<file path="config.mk">
export PLATFORM = sky130hd
export DESIGN_NAME = fp_operand_seq_flat
export DESIGN_NICKNAME = d
export VERILOG_FILES = /design/src/rtl/fp_operand_seq_if.sv /design/src/rtl/fp_operand_seq.sv /design/src/flat_wrapper.sv
export SDC_FILE = /design/constraint.sdc
export NUM_CORES = 1
export LEC_CHECK = 0
export ABC_AREA = 1
export BUFFER_PORTS_ARGS = -buffer_cell sky130_fd_sc_hd__clkbuf_2
export CAP_MARGIN = 25
export CELL_PAD_IN_SITES_DETAIL_PLACEMENT = 0
export CELL_PAD_IN_SITES_GLOBAL_PLACEMENT = 2
export CORE_MARGIN = 3
export CORE_UTILIZATION = 26
export CTS_BUF_LIST = sky130_fd_sc_hd__clkbuf_4
export DETAILED_ROUTE_END_ITERATION = 6
export PLACE_DENSITY_LB_ADDON = 0.1
export SETUP_SLACK_MARGIN = 0.1
export SLEW_MARGIN = 0
export SYNTH_ARGS = -nofsm -noshare
export SYNTH_HDL_FRONTEND = slang
export SYNTH_SLANG_ARGS = --single-unit
</file>
<file path="constraint.sdc">
create_clock -name clk -period 2.2 [get_ports clk]
set_clock_uncertainty 0.15 [all_clocks]
set_input_delay 0.22 -clock clk [delete_from_list [all_inputs] [get_ports clk]]
set_output_delay 0.22 -clock clk [all_outputs]
set_load 0.02 [all_outputs]
</file>
<file path="src/rtl/fp_operand_seq_if.sv">
// Operand and result bundle between the switch/button side,
// the sequencer and the combinational adder core.
interface fp_operand_seq_if;
  logic        btn_tick;
  logic [12:0] sw;
  logic        sign1;
  logic [3:0]  exp1;
  logic [7:0]  frac1;
  logic        sign2;
  logic [3:0]  exp2;
  logic [7:0]  frac2;
  logic        sum_sign;
  logic [3:0]  sum_exp;
  logic [7:0]  sum_frac;
  logic        sign_out;
  logic [3:0]  exp_out;
  logic [7:0]  frac_out;
  logic        result_valid;
  logic [1:0]  phase;

  modport slave (
    input  btn_tick,
    input  sw,
    input  sum_sign,
    input  sum_exp,
    input  sum_frac,
    output sign1,
    output exp1,
    output frac1,
    output sign2,
    output exp2,
    output frac2,
    output sign_out,
    output exp_out,
    output frac_out,
    output result_valid,
    output phase
  );

  modport master (
    output btn_tick,
    output sw,
    output sum_sign,
    output sum_exp,
    output sum_frac,
    input  sign1,
    input  exp1,
    input  frac1,
    input  sign2,
    input  exp2,
    input  frac2,
    input  sign_out,
    input  exp_out,
    input  frac_out,
    input  result_valid,
    input  phase
  );
endinterface

</file>
<file path="src/rtl/fp_operand_seq.sv">
// Operand entry, per-cycle normalization and timed result
// capture around the combinational floating-point adder.
module fp_operand_seq #(
  parameter int unsigned ADD_WAIT = 1
) (
  input  logic              clk,
  input  logic              reset,
  fp_operand_seq_if.slave   bus
);

  localparam logic [3:0] WAIT_L = 4'(ADD_WAIT);

  typedef enum logic [2:0] {
    S_WAIT_A,
    S_NORM_A,
    S_WAIT_B,
    S_NORM_B,
    S_ADD,
    S_DONE
  } state_e;

  state_e      state_q;
  state_e      state_d;

  logic        a_sign_q;
  logic [3:0]  a_exp_q;
  logic [7:0]  a_frac_q;
  logic        b_sign_q;
  logic [3:0]  b_exp_q;
  logic [7:0]  b_frac_q;
  logic        o_sign_q;
  logic [3:0]  o_exp_q;
  logic [7:0]  o_frac_q;
  logic [3:0]  cnt_q;
  logic        valid_q;
  logic [1:0]  phase_q;

  logic        op_sign;
  logic [3:0]  op_exp;
  logic [7:0]  op_frac;
  logic        n_sign_d;
  logic [3:0]  n_exp_d;
  logic [7:0]  n_frac_d;
  logic        n_exit;

  logic        load_a;
  logic        load_b;
  logic        add_last;
  logic [1:0]  phase_d;

  assign load_a = bus.btn_tick &&
                  (state_q == S_WAIT_A || state_q == S_DONE);
  assign load_b = bus.btn_tick && (state_q == S_WAIT_B);
  assign add_last = (state_q == S_ADD) && (cnt_q <= 4'd1);

  // One normalization step on whichever operand is in NORM.
  always_comb begin
    op_sign = a_sign_q;
    op_exp  = a_exp_q;
    op_frac = a_frac_q;
    if (state_q == S_NORM_B) begin
      op_sign = b_sign_q;
      op_exp  = b_exp_q;
      op_frac = b_frac_q;
    end
    n_sign_d = op_sign;
    n_exp_d  = op_exp;
    n_frac_d = op_frac;
    n_exit   = 1'b0;
    if (op_frac == 8'd0) begin
      n_sign_d = 1'b0;
      n_exp_d  = 4'd0;
      n_exit   = 1'b1;
    end else if (op_frac[7] || op_exp == 4'd0) begin
      n_exit   = 1'b1;
    end else begin
      n_frac_d = {op_frac[6:0], 1'b0};
      n_exp_d  = op_exp - 4'd1;
    end
  end

  always_comb begin
    state_d = state_q;
    unique case (state_q)
      S_WAIT_A: if (bus.btn_tick) state_d = S_NORM_A;
      S_NORM_A: if (n_exit)       state_d = S_WAIT_B;
      S_WAIT_B: if (bus.btn_tick) state_d = S_NORM_B;
      S_NORM_B: if (n_exit)       state_d = S_ADD;
      S_ADD:    if (add_last)     state_d = S_DONE;
      S_DONE:   if (bus.btn_tick) state_d = S_NORM_A;
      default:                    state_d = S_WAIT_A;
    endcase
  end

  always_comb begin
    phase_d = 2'd0;
    unique case (1'b1)
      (state_d == S_WAIT_B),
      (state_d == S_NORM_B): phase_d = 2'd1;
      (state_d == S_ADD):    phase_d = 2'd2;
      (state_d == S_DONE):   phase_d = 2'd3;
      default:               phase_d = 2'd0;
    endcase
  end

  always_ff @(posedge clk) begin
    if (!reset) begin
      state_q  <= S_WAIT_A;
      a_sign_q <= 1'b0;
      a_exp_q  <= 4'd0;
      a_frac_q <= 8'd0;
      b_sign_q <= 1'b0;
      b_exp_q  <= 4'd0;
      b_frac_q <= 8'd0;
      o_sign_q <= 1'b0;
      o_exp_q  <= 4'd0;
      o_frac_q <= 8'd0;
      cnt_q    <= 4'd0;
      valid_q  <= 1'b0;
      phase_q  <= 2'd0;
    end else begin
      state_q <= state_d;
      valid_q <= (state_d == S_DONE);
      phase_q <= phase_d;
      if (load_a) begin
        {a_sign_q, a_exp_q, a_frac_q} <= bus.sw;
      end else if (state_q == S_NORM_A) begin
        a_sign_q <= n_sign_d;
        a_exp_q  <= n_exp_d;
        a_frac_q <= n_frac_d;
      end
      if (load_b) begin
        {b_sign_q, b_exp_q, b_frac_q} <= bus.sw;
      end else if (state_q == S_NORM_B) begin
        b_sign_q <= n_sign_d;
        b_exp_q  <= n_exp_d;
        b_frac_q <= n_frac_d;
      end
      // Counter is armed on the NORM_B exit so ADD lasts ADD_WAIT cycles.
      if (state_q == S_NORM_B && n_exit) begin
        cnt_q <= WAIT_L;
      end else if (state_q == S_ADD) begin
        cnt_q <= cnt_q - 4'd1;
      end
      if (add_last) begin
        o_sign_q <= bus.sum_sign;
        o_exp_q  <= bus.sum_exp;
        o_frac_q <= bus.sum_frac;
      end
    end
  end

  assign bus.sign1        = a_sign_q;
  assign bus.exp1         = a_exp_q;
  assign bus.frac1        = a_frac_q;
  assign bus.sign2        = b_sign_q;
  assign bus.exp2         = b_exp_q;
  assign bus.frac2        = b_frac_q;
  assign bus.sign_out     = o_sign_q;
  assign bus.exp_out      = o_exp_q;
  assign bus.frac_out     = o_frac_q;
  assign bus.result_valid = valid_q;
  assign bus.phase        = phase_q;

endmodule

</file>
<file path="src/flat_wrapper.sv">
// flat-port wrapper written by rule: the top's interface ports become plain ports
module fp_operand_seq_flat 
#(
  parameter int unsigned ADD_WAIT = 1
)
  (clk, reset, bus_btn_tick, bus_sw, bus_sum_sign, bus_sum_exp, bus_sum_frac, bus_sign1, bus_exp1, bus_frac1, bus_sign2, bus_exp2, bus_frac2, bus_sign_out, bus_exp_out, bus_frac_out, bus_result_valid, bus_phase);
  fp_operand_seq_if bus_i ();
  input  logic clk;
  input  logic reset;
  input wire logic [$bits(bus_i.btn_tick)-1:0] bus_btn_tick;
  input wire logic [$bits(bus_i.sw)-1:0] bus_sw;
  input wire logic [$bits(bus_i.sum_sign)-1:0] bus_sum_sign;
  input wire logic [$bits(bus_i.sum_exp)-1:0] bus_sum_exp;
  input wire logic [$bits(bus_i.sum_frac)-1:0] bus_sum_frac;
  output wire logic [$bits(bus_i.sign1)-1:0] bus_sign1;
  output wire logic [$bits(bus_i.exp1)-1:0] bus_exp1;
  output wire logic [$bits(bus_i.frac1)-1:0] bus_frac1;
  output wire logic [$bits(bus_i.sign2)-1:0] bus_sign2;
  output wire logic [$bits(bus_i.exp2)-1:0] bus_exp2;
  output wire logic [$bits(bus_i.frac2)-1:0] bus_frac2;
  output wire logic [$bits(bus_i.sign_out)-1:0] bus_sign_out;
  output wire logic [$bits(bus_i.exp_out)-1:0] bus_exp_out;
  output wire logic [$bits(bus_i.frac_out)-1:0] bus_frac_out;
  output wire logic [$bits(bus_i.result_valid)-1:0] bus_result_valid;
  output wire logic [$bits(bus_i.phase)-1:0] bus_phase;
  assign bus_i.btn_tick = bus_btn_tick;
  assign bus_i.sw = bus_sw;
  assign bus_i.sum_sign = bus_sum_sign;
  assign bus_i.sum_exp = bus_sum_exp;
  assign bus_i.sum_frac = bus_sum_frac;
  assign bus_sign1 = bus_i.sign1;
  assign bus_exp1 = bus_i.exp1;
  assign bus_frac1 = bus_i.frac1;
  assign bus_sign2 = bus_i.sign2;
  assign bus_exp2 = bus_i.exp2;
  assign bus_frac2 = bus_i.frac2;
  assign bus_sign_out = bus_i.sign_out;
  assign bus_exp_out = bus_i.exp_out;
  assign bus_frac_out = bus_i.frac_out;
  assign bus_result_valid = bus_i.result_valid;
  assign bus_phase = bus_i.phase;
  fp_operand_seq #(.ADD_WAIT(ADD_WAIT)) u_core (.clk(clk), .reset(reset), .bus(bus_i));
endmodule
</file>
==> impl_metrics.yaml, run 1 <==
detailed_routing:
  first_iter_violations: 90
  via_count: 2819
  wire_per_inst_um: 13.91
  viasPerCell: 4.453
  wirelength_um: 8805
  ant_nets: 0
  drc: 0
  detail_route.first_pass.iterations: 4
die:
  die_h_um: 106.5
  core_area_mm2: 0.009819
  pin_count: 71
  rows: 36
  dieArea_mm2: 0.01135
  initial_core_util: 0.2676
  die_x_um: 106.5
setup_path:
  critPathTopFamily: "simple AND/OR/NAND/NOR gates"
  slowest_delay_ps: 380
  path_class: "register to register"
  crit_start: "u_core.state_q[2]"
  crit_buf_inv: 3
  path_common_cell: "nand2_2"
  crit_fanout: 7
  cp_cell_sequence: "buf_6 -> nor2_4 -> nand2_2 -> nand2_2 -> ha_4 -> nand3_4 -> nand2_8 -> inv_8 -> clkbuf_16 -> o21ai_2 -> o21bai_1 -> a21oi_1"
  required_ps: 2360
  critPathLaunchType: "register"
  reg2reg_slack_ps: 150
  cp-end-kind: "register"
  reg2reg_from: "u_core.state_q[2]"
  slowest_stage: "dfxtp_4"
  arrival_ps: 2200
global_routing:
  grt_pass1_vias: 2778
  track_usage: 0.1556
  grt_max_degree: 27
  grt_pass1_wl_um: 13990
  antenna_found_initial: 0
  grt_overflow: 0
timing:
  holdWs_ps: 50.35
  max_freq_mhz: 488.8
  fin_crit_sh: 0.9299
  drv_slew: 0
  min_period_ps: 2046
  setup_viol: 0
  maxSlewHeadroom: 0.7123
  rsz0062_at_grt: "yes"
  worstMarginPinSlew_ps: 427.9
  hold_violations: 0
  setup_slack_ps: 154.3
synthesis:
  synth_xor_area_frac: 0.006667
  syn_nets: 412
  synth_seq_cells: 49
  ys_seq_area_frac: 0.3733
  synth_top_family_by_area: "simple AND/OR/NAND/NOR gates"
  synth-compound-area-share: 0.1838
  synthMuxAreaShare: 0
  synth_warnings: 0
  synth_area_leaders: "dfxtp_1 (37%), nand2_1 (16%), o21ai_0 (5.7%)"
  synth_top_area_frac: 0.3733
  synth_top_area_cell: "dfxtp_1"
  avgSynthCellArea_um2: 6.915
  synthSimpleGateAreaFrac: 0.3238
  synthAdderAreaFrac: 0.01429
  synth_area_mm2: 0.002628
  yosysUniqueCellTypes: 35
  syn-instance-count: 380
clocking:
  cts_root_buf: "clkbuf_4"
  clockBufferDepth: 2
  cts_sinks: 49
  cts_max_level: 2
  cts_tree: "yes"
  clock_latency_ps: 360
  path_clk_slew_ps: 160
  cts-buffers-inserted: 5
hold_path:
  hold_start: "bus_sw[10]"
  worstHoldPathType: "primary input to register"
placement:
  gp_congestion: 0.8068
  placedCellCount: 585
  pre_cts_slack_ps: -18.72
  dp_hpwl_um: 6065
  io_buffers: 70
layout:
  n_antenna_cell: 0
  fill_cells: 1106
  layout-drive-gt1-share: 0.3260
  multiInputGateArea_mm2: 0.001508
  stdcell_count: 633
  finalNetCount: 531
  seqCellArea_um2: 992.2
  final_util: 0.3874
  area_growth_pct: 44.76
power_and_ir_drop:
  power_density_mw_per_mm2: 1309
  total_power_mw: 4.980
  p_leak_nw: 1.846
  vdd_drop_max_uv: 580.8
outcome:
  outcome: "finished clean"
flow_run:
  drv_cap: 0
metal layers:
metal / GRT usage / routed length, um
met5: 0 / 0
met4: 0.03379 / 67
met3: 0.03036 / 348
met2: 0.2747 / 4393
met1: 0.1962 / 3995
kinds of logic (layout without fill, tap and decap cells):
| family | after synthesis | count (layout) |
|---|---|---|
| DFF | 49 | 49 |
| and+or+nand+nor | 189 | 191 |
| buffers and inverters | 56 | 174 |
| AOI/OAI and AO/OA | 81 | 81 |
| adders and majority gates | 3 | 3 |
| xor gates and xnor gates | 2 | 2 |
Yosys cell counts (all sizes together):
cell type,n
nand2,121
dfxtp,49
o21ai,43
nor2,40
inv,39
nand3,19
a21oi,15
a31oi,14
buf,10
o21bai,8
clkbuf,6
or2,4
ha,3
nand4,2
nor3,2
clkinv,1
nor4,1
o21a,1
xnor2,1
xor2,1
metrics by stage:
stage / TNS (ps) / cell area, um2
after detailed placement: -32.99 / 3219
after CTS: 0 / 3572
after floorplan: 0 / 2644
after global placement: 0 / 3219
after global routing: 0 / 3804
final: 0 / 3804
power breakdown:
part	internal (mW)	switching, mW	leakage [nW]
registers	1.07	0.168	0.400
clock network	0.138	0.315	0.0279
logic	1.34	1.95	1.42
state kept, by name (all words and copies together), names as in the netlist:
signal,count
u_core.bus.phase,2
u_core.bus.frac_out,8
u_core.bus.exp1,4
u_core.bus.exp2,4
u_core.bus.sign1,1
u_core.bus.exp_out,4
u_core.bus.frac1,8
u_core.bus.frac2,8
u_core.bus.sign2,1
u_core.state_q,3
u_core.bus.result_valid,1
u_core.bus.sign_out,1
u_core.cnt_q,4
path summary, 6_finish.rpt:
| path | depth (start not counted) | endpoint |
|---|---|---|
| setup / recovery | 12 | u_core.bus.frac2[3] |
| hold / removal | 4 | u_core.bus.exp1[2] |
| setup reg to reg | 12 | u_core.bus.frac2[3] |
| hold reg to reg | 2 | u_core.bus.frac2[0] |
worst reg2reg max path: stages (launching register included):
cell and delay, ps:
dfxtp_4 380, buf_6 120, nor2_4 170, nand2_2 90
nand2_2 100, ha_4 160, nand3_4 130, nand2_8 130
inv_8 50, clkbuf_16 150, o21ai_2 140, o21bai_1 90
a21oi_1 140
timing repair:
action | in CTS | in global routing
hold buffers | 25 | 0
setup endpoints to repair | 27 | 43
pin swaps | 2 | 11
hold endpoints to repair | 26 | 0
gates resized for setup | 3 | 30
gates cloned | 0 | 3
setup buffers | 3 | 9
cell usage in the layout, fill, tap and decap left out, types with 4 or more instances in the layout:
cell / n
dfxtp_1: 46
nand2_2: 12
o21ai_0: 29
o21bai_1: 8
clkbuf_2: 70
clkinvlp_4: 4
inv_1: 33
a31oi_1: 14
clkbuf_4: 6
nand3_1: 13
nor2_1: 36
buf_4: 23
a21oi_1: 15
nand2_4: 4
o21ai_2: 9
buf_12: 4
nand3_2: 4
nand2_1: 105
dlygate4sd3_1: 25
layout make-up:
class	instances	area share
inverter	40	0.04342
multi-input combinational	277	0.3964
timing repair buffer	126	0.2398
clock inverter	2	0.003947
sequential	49	0.2609
clock buffer	6	0.01184
tap	133	0.04375
(Power assumes the default switching activity.)
==> run 2: changes to the inputs <==
Settings changed: ABC_AREA 1 to default, CAP_MARGIN 25 to 0, CORE_UTILIZATION 26 to 28.
==> impl_metrics.yaml, run 2 <==
layout:
  area_growth_pct: 46.61
  fill_cells: 933
  final_common_cell: "clkbuf_2"
  mostFrequentLayoutCells: "clkbuf_2 (70), dfxtp_1 (47), nand2_1 (40)"
  finalNetCount: 465
  n_antenna_cell: 0
  layout-drive-gt1-share: 0.3687
placement:
  gp_congestion: 0.8080
  io_buffers: 70
  dp_hpwl_um: 6369
clocking:
  cts_tree: "yes"
  cts_sinks: 49
  clock_latency_ps: 370
  clockBufferDepth: 2
  cts_root_buf: "clkbuf_4"
  path_clk_slew_ps: 150
  cts-buffers-inserted: 5
  cts_max_level: 2
global_routing:
  grt_pass1_vias: 2722
  antenna_found_initial: 0
  grt_max_degree: 25
  grt_overflow: 0
  grt_pass1_wl_um: 14360
  track_usage: 0.1720
die:
  core_area_mm2: 0.008976
  initial_core_util: 0.2963
  die_x_um: 103.5
  rows: 34
  pin_count: 71
  dieArea_mm2: 0.01071
  die_h_um: 103.5
synthesis:
  synthMuxAreaShare: 0.08702
  synth_top_family_by_area: "simple AND/OR/NAND/NOR gates"
  synth_area_leaders: "dfxtp_1 (37%), mux2i_1 (8.3%), nand2_1 (5.8%)"
  synth_warnings: 0
  synth_edf_count: 0
  synth_xor_area_frac: 0.01646
  synth_top_area_frac: 0.3688
  avgSynthCellArea_um2: 8.339
  syn-instance-count: 319
  synth-main-ff-cell: "dfxtp_1"
  ys_seq_area_frac: 0.3688
  synth-compound-area-share: 0.2295
  yosysMostFrequentCell: "dfxtp_1"
  synth_top_cells_by_count: "dfxtp_1 (49), nand2_1 (41), a21oi_1 (23)"
  yosysUniqueCellTypes: 48
  synthSimpleGateAreaFrac: 0.2427
  synth_top_area_cell: "dfxtp_1"
  synth_area_mm2: 0.002660
  syn_nets: 351
  synthArstFlopShare: 0
  synthAdderAreaFrac: 0.01411
  synth_seq_cells: 49
power_and_ir_drop:
  seqPwrFrac: 0.357
  p_sw_mw: 1.115
  pwr-share-clk: 0.189
  power_density_mw_per_mm2: 753.2
  p_leak_nw: 1.646
  switching_share: 0.3796
  vdd_drop_max_uv: 370.8
  internal-power_mw: 1.822
  power_frac_comb: 0.454
hold_path:
  worstHoldPathType: "primary input to register"
timing:
  max_freq_mhz: 424.2
  fin_crit_sh: 1.072
  worstMarginPinSlew_ps: 505.4
  drv_slew: 0
  setup_viol: 24
  hold_violations: 0
  tns_ps: -1887
  setup_slack_ps: -157.6
  holdWs_ps: 23.26
  min_period_ps: 2358
  rsz0062_at_grt: "yes"
  maxSlewHeadroom: 0.6618
outcome:
  violations: "negative setup slack"
  outcome: "complete, but fails checks"
setup_path:
  arrival_ps: 2520
  path_class: "register to register"
  critPathLaunchType: "register"
  cp-end-kind: "register"
  crit_fanout: 4
  required_ps: 2360
detailed_routing:
  drc: 0
  first_iter_violations: 86
  via_count: 2714
  wire_per_inst_um: 16.02
  detail_route.first_pass.iterations: 4
  viasPerCell: 4.846
  wirelength_um: 8972
  ant_nets: 0
flow_run:
  drv_cap: 0
[run 2: changes by cell type after synthesis, sizes merged, moves of 6 or more]
cell and delta:
o21bai -6, a31oi -12, or4 +6, inv -34, nor2b +9, nor3 +8, o21ai -31, a22o +10
a221oi +6, nor2 -16, a21oi +10, a21boi +17, nand2 -80, mux2i +22
[run 2: worst paths after layout]
kind	slack, ps	startpoint	endpoint	cells after the start
worst max-delay path	-160	u_core.state_q[2]	u_core.bus.exp2[1]	9
worst min-delay path	20	bus_sw[12]	u_core.bus.sign1	4
worst max register to register	-160	u_core.state_q[2]	u_core.bus.exp2[1]	9
worst min register to register	320	u_core.bus.frac_out[6]	u_core.bus.frac_out[6]	2
[run 2: layer usage]
metal | routed length (um) | track usage
met2 | 4275 | 0.2725
met4 | 43 | 0.04084
met5 | 0 | 0
met3 | 322 | 0.02750
met1 | 4331 | 0.2447
[run 2: layout make-up]
cell class              instances  area (um2)  share of cell area
multi-input cells             244        1775              0.4552
flip-flops and latches         49       983.4              0.2522
repair buffers                128       880.8              0.2259
well taps                     126       157.7             0.04042
clock buffers                   6       45.04             0.01155
clock inverters                 2       38.79            0.009945
inverters                       5       18.77            0.004812
[run 2: power groups by stage]
stage	clock [mW]	combinational, mW	sequential, mW
finish	0.555	1.33	1.05
global route	0.612	1.45	1.06
CTS	0.585	1.24	1.05
detailed placement	0	1.11	1.06
global placement	0	1.11	1.06
floorplan	0	0.650	1.12
[run 2: worst max-delay path, stage by stage, from the launching register on]
cell	delay, ps
dfxtp_2	340
and3b_2	280
mux2i_1	220
ha_2	220
nor3b_4	240
nor2_2	90
mux2_4	310
a211oi_4	230
a22oi_1	90
a21boi_1	130
[run 2: metrics by stage]
stage	area [um2]	worst slack (ps)	power (mW)	cells	util
3_5_place_dp	3353	-153.0	2.176	524	0.3736
5_1_grt	3900	-337.2	3.121	560	0.4345
3_3_place_gp	3353	-75.56	2.177	524	0.3736
4_1_cts	3791	-130.5	2.873	558	0.4224
2_1_floorplan	2704	-267.5	1.774	319	-
6_report	3900	-157.6	2.938	560	0.4345
[run 2: cell families after synthesis]
family / Yosys count
buffers and inverters: 26
xor gates and xnor gates: 5
and+or+nand+nor: 125
adders and majority gates: 3
AOI/OAI and AO/OA: 88
muxes: 23
DFF: 49
[run 2: repair_timing]
item,4_1_cts,5_1_grt
setup buffers,4,2
pin swaps,12,12
endpoints found under the setup margin,31,33
gates resized for setup,21,18
hold buffers,25,0
endpoints found under the hold margin,28,0
==> run 3: changes to the inputs <==
Settings changed: CELL_PAD_IN_SITES_DETAIL_PLACEMENT 0 to 1, PLACE_DENSITY_LB_ADDON 0.1 to 0.12.
==> impl_metrics.yaml, run 3 (synthesized netlist as in run 2, its figures left out) <==
placement:
  dp_hpwl_um: 6852
  pre_cts_slack_ps: -201.4
  io_buffers: 70
  gp_congestion: 0.8014
timing:
  tns_ps: -1757
  maxSlewHeadroom: 0.6509
  setup_slack_ps: -168.8
  setup_viol: 24
  drv_slew: 0
  holdWs_ps: 13.55
  hold_violations: 0
  min_period_ps: 2369
  rsz0062_at_grt: "yes"
  worstMarginPinSlew_ps: 521.7
  fin_crit_sh: 1.077
  max_freq_mhz: 422.2
setup_path:
  slowest_delay_ps: 340
  reg2reg_slack_ps: -170
  crit_fanout: 8
  slowest_stage: "dfxtp_2"
  cp-end-kind: "register"
  reg2reg_from: "u_core.state_q[2]"
  path_common_cell: "mux2i_1"
  timing.rr.end: "u_core.bus.frac2[1]"
  path_class: "register to register"
  required_ps: 2360
  cp_cell_sequence: "and3b_2 -> mux2i_1 -> ha_2 -> nor3b_4 -> nor2_4 -> buf_8 -> buf_6 -> mux2i_1 -> mux2i_1 -> nand2_1 -> a21oi_2"
  critPathLaunchType: "register"
  r2r_cells: 11
  arrival_ps: 2530
global_routing:
  gr-usage-met2: 0.3093
  grt_overflow: 0
  gr-usage-met3: 0.02884
  grt_max_degree: 25
  grt_pass1_wl_um: 15300
  grt_pass1_vias: 3002
  met1_usage: 0.2495
  antenna_found_initial: 0
  track_usage: 0.1828
  busiest_layer: "met2"
layout:
  area_growth_pct: 45.30
  multiInputGateArea_mm2: 0.001769
  seqCellArea_um2: 983.4
  final_common_cell: "clkbuf_2"
  finalNetCount: 467
  n_antenna_cell: 0
  fill_cells: 1107
  layout-drive-gt1-share: 0.3784
  mostFrequentLayoutCells: "clkbuf_2 (70), dfxtp_1 (47), nand2_1 (40)"
hold_path:
  worstHoldPathType: "primary input to register"
  hold_path_end: "u_core.bus.frac2[6]"
  hold_start: "bus_sw[6]"
  worstHoldPathCells: 3
power_and_ir_drop:
  power_frac_comb: 0.472
  total_power_mw: 2.837
  switching_share: 0.3946
  p_leak_nw: 1.638
  power_density_mw_per_mm2: 734.1
  seqPwrFrac: 0.370
  vdd_drop_max_uv: 298.8
  pwr-share-clk: 0.158
  p_sw_mw: 1.120
  internal-power_mw: 1.717
outcome:
  outcome: "complete, but fails checks"
  violations: "negative setup slack"
flow_run:
  drv_cap: 0
die:
  core_area_mm2: 0.008976
  dieArea_mm2: 0.01071
  die_h_um: 103.5
  rows: 34
  initial_core_util: 0.2963
  die_x_um: 103.5
  pin_count: 71
detailed_routing:
  first_iter_violations: 92
  detail_route.first_pass.iterations: 6
  drc: 0
  viasPerCell: 4.979
  ant_nets: 0
  wire_per_inst_um: 16.89
  via_count: 2798
  wirelength_um: 9490
clocking:
  clock_latency_ps: 360
  cts_sinks: 49
  cts_tree: "yes"
  clockBufferDepth: 2
  cts_max_level: 2
  path_clk_slew_ps: 160
  cts-buffers-inserted: 5
  cts_root_buf: "clkbuf_4"
## run 3: changes by cell type in the layout (fill, tap and decap cells not counted), sizes merged
| cell | previous run | this run |
|---|---|---|
| buf | 33 | 39 |
| bufinv | 1 | 0 |
| clkbuf | 76 | 77 |
| clkinv | 1 | 0 |
| clkinvlp | 0 | 1 |
| dlygate4sd3 | 25 | 21 |
## run 3: through the flow
step | utilization | instance area [um2] | cells
2_1_floorplan | - | 2704 | 319
3_3_place_gp | 0.3741 | 3358 | 528
3_5_place_dp | 0.3741 | 3358 | 528
4_1_cts | 0.4218 | 3786 | 559
5_1_grt | 0.4306 | 3865 | 562
6_report | 0.4306 | 3865 | 562
## run 3: area by class of cell
type	count	share of cell area
clock inverters	1	0.001942
inverters	5	0.004856
multi-input cells	244	0.4578
well taps	126	0.04079
repair buffers	130	0.2266
flip-flops and latches	49	0.2545
clock buffers	7	0.01360
## run 3: timing repair
action                                 in CTS  in global routing
pin swaps                                  13                 17
hold buffers                               20                  1
gates resized for setup                    30                 10
setup endpoints to repair                  32                 31
endpoints found under the hold margin      22                  1
buffers inserted                            7                  3
## run 3: worst max-delay path by stage
stage,startpoint,endpoint,slack [ps],depth (start not counted)
3_3_place_gp,u_core.state_q[2],u_core.bus.phase[0],-90,10
2_1_floorplan,u_core.state_q[0],u_core.bus.frac1[2],-270,12
5_1_grt,u_core.state_q[2],u_core.bus.exp2[1],-290,9
6_report,u_core.state_q[2],u_core.bus.frac2[1],-170,11
4_1_cts,u_core.state_q[2],u_core.bus.exp2[1],-180,9
3_5_place_dp,u_core.state_q[2],u_core.bus.phase[0],-200,10
## run 3: power by group through the flow
stage / combinational, mW / clock, mW / sequential [mW]
detailed placement: 1.11 / 0 / 1.06
global placement: 1.09 / 0 / 1.06
finish: 1.34 / 0.448 / 1.05
CTS: 1.30 / 0.467 / 1.05
global route: 1.46 / 0.500 / 1.06
floorplan: 0.650 / 0 / 1.12
## run 3: worst max-delay path, delay by kind of cell, from the launching register on
kind / cells / cell delay [ps]
AND/OR/NAND/NOR: 4 / 670
multiplexers: 3 / 530
buffers and inverters: 2 / 260
flip-flops: 1 / 340
adder cells (fa/ha/maj): 1 / 230
AO/OA/AOI/OAI: 1 / 140
## run 3: metal layers
layer | vias to the layer above | part of all wire
met5 | - | 0
met4 | 0 | 0.0071
met3 | 6 | 0.032
met2 | 58 | 0.48
met1 | 1359 | 0.48
li1 | 1375 | -
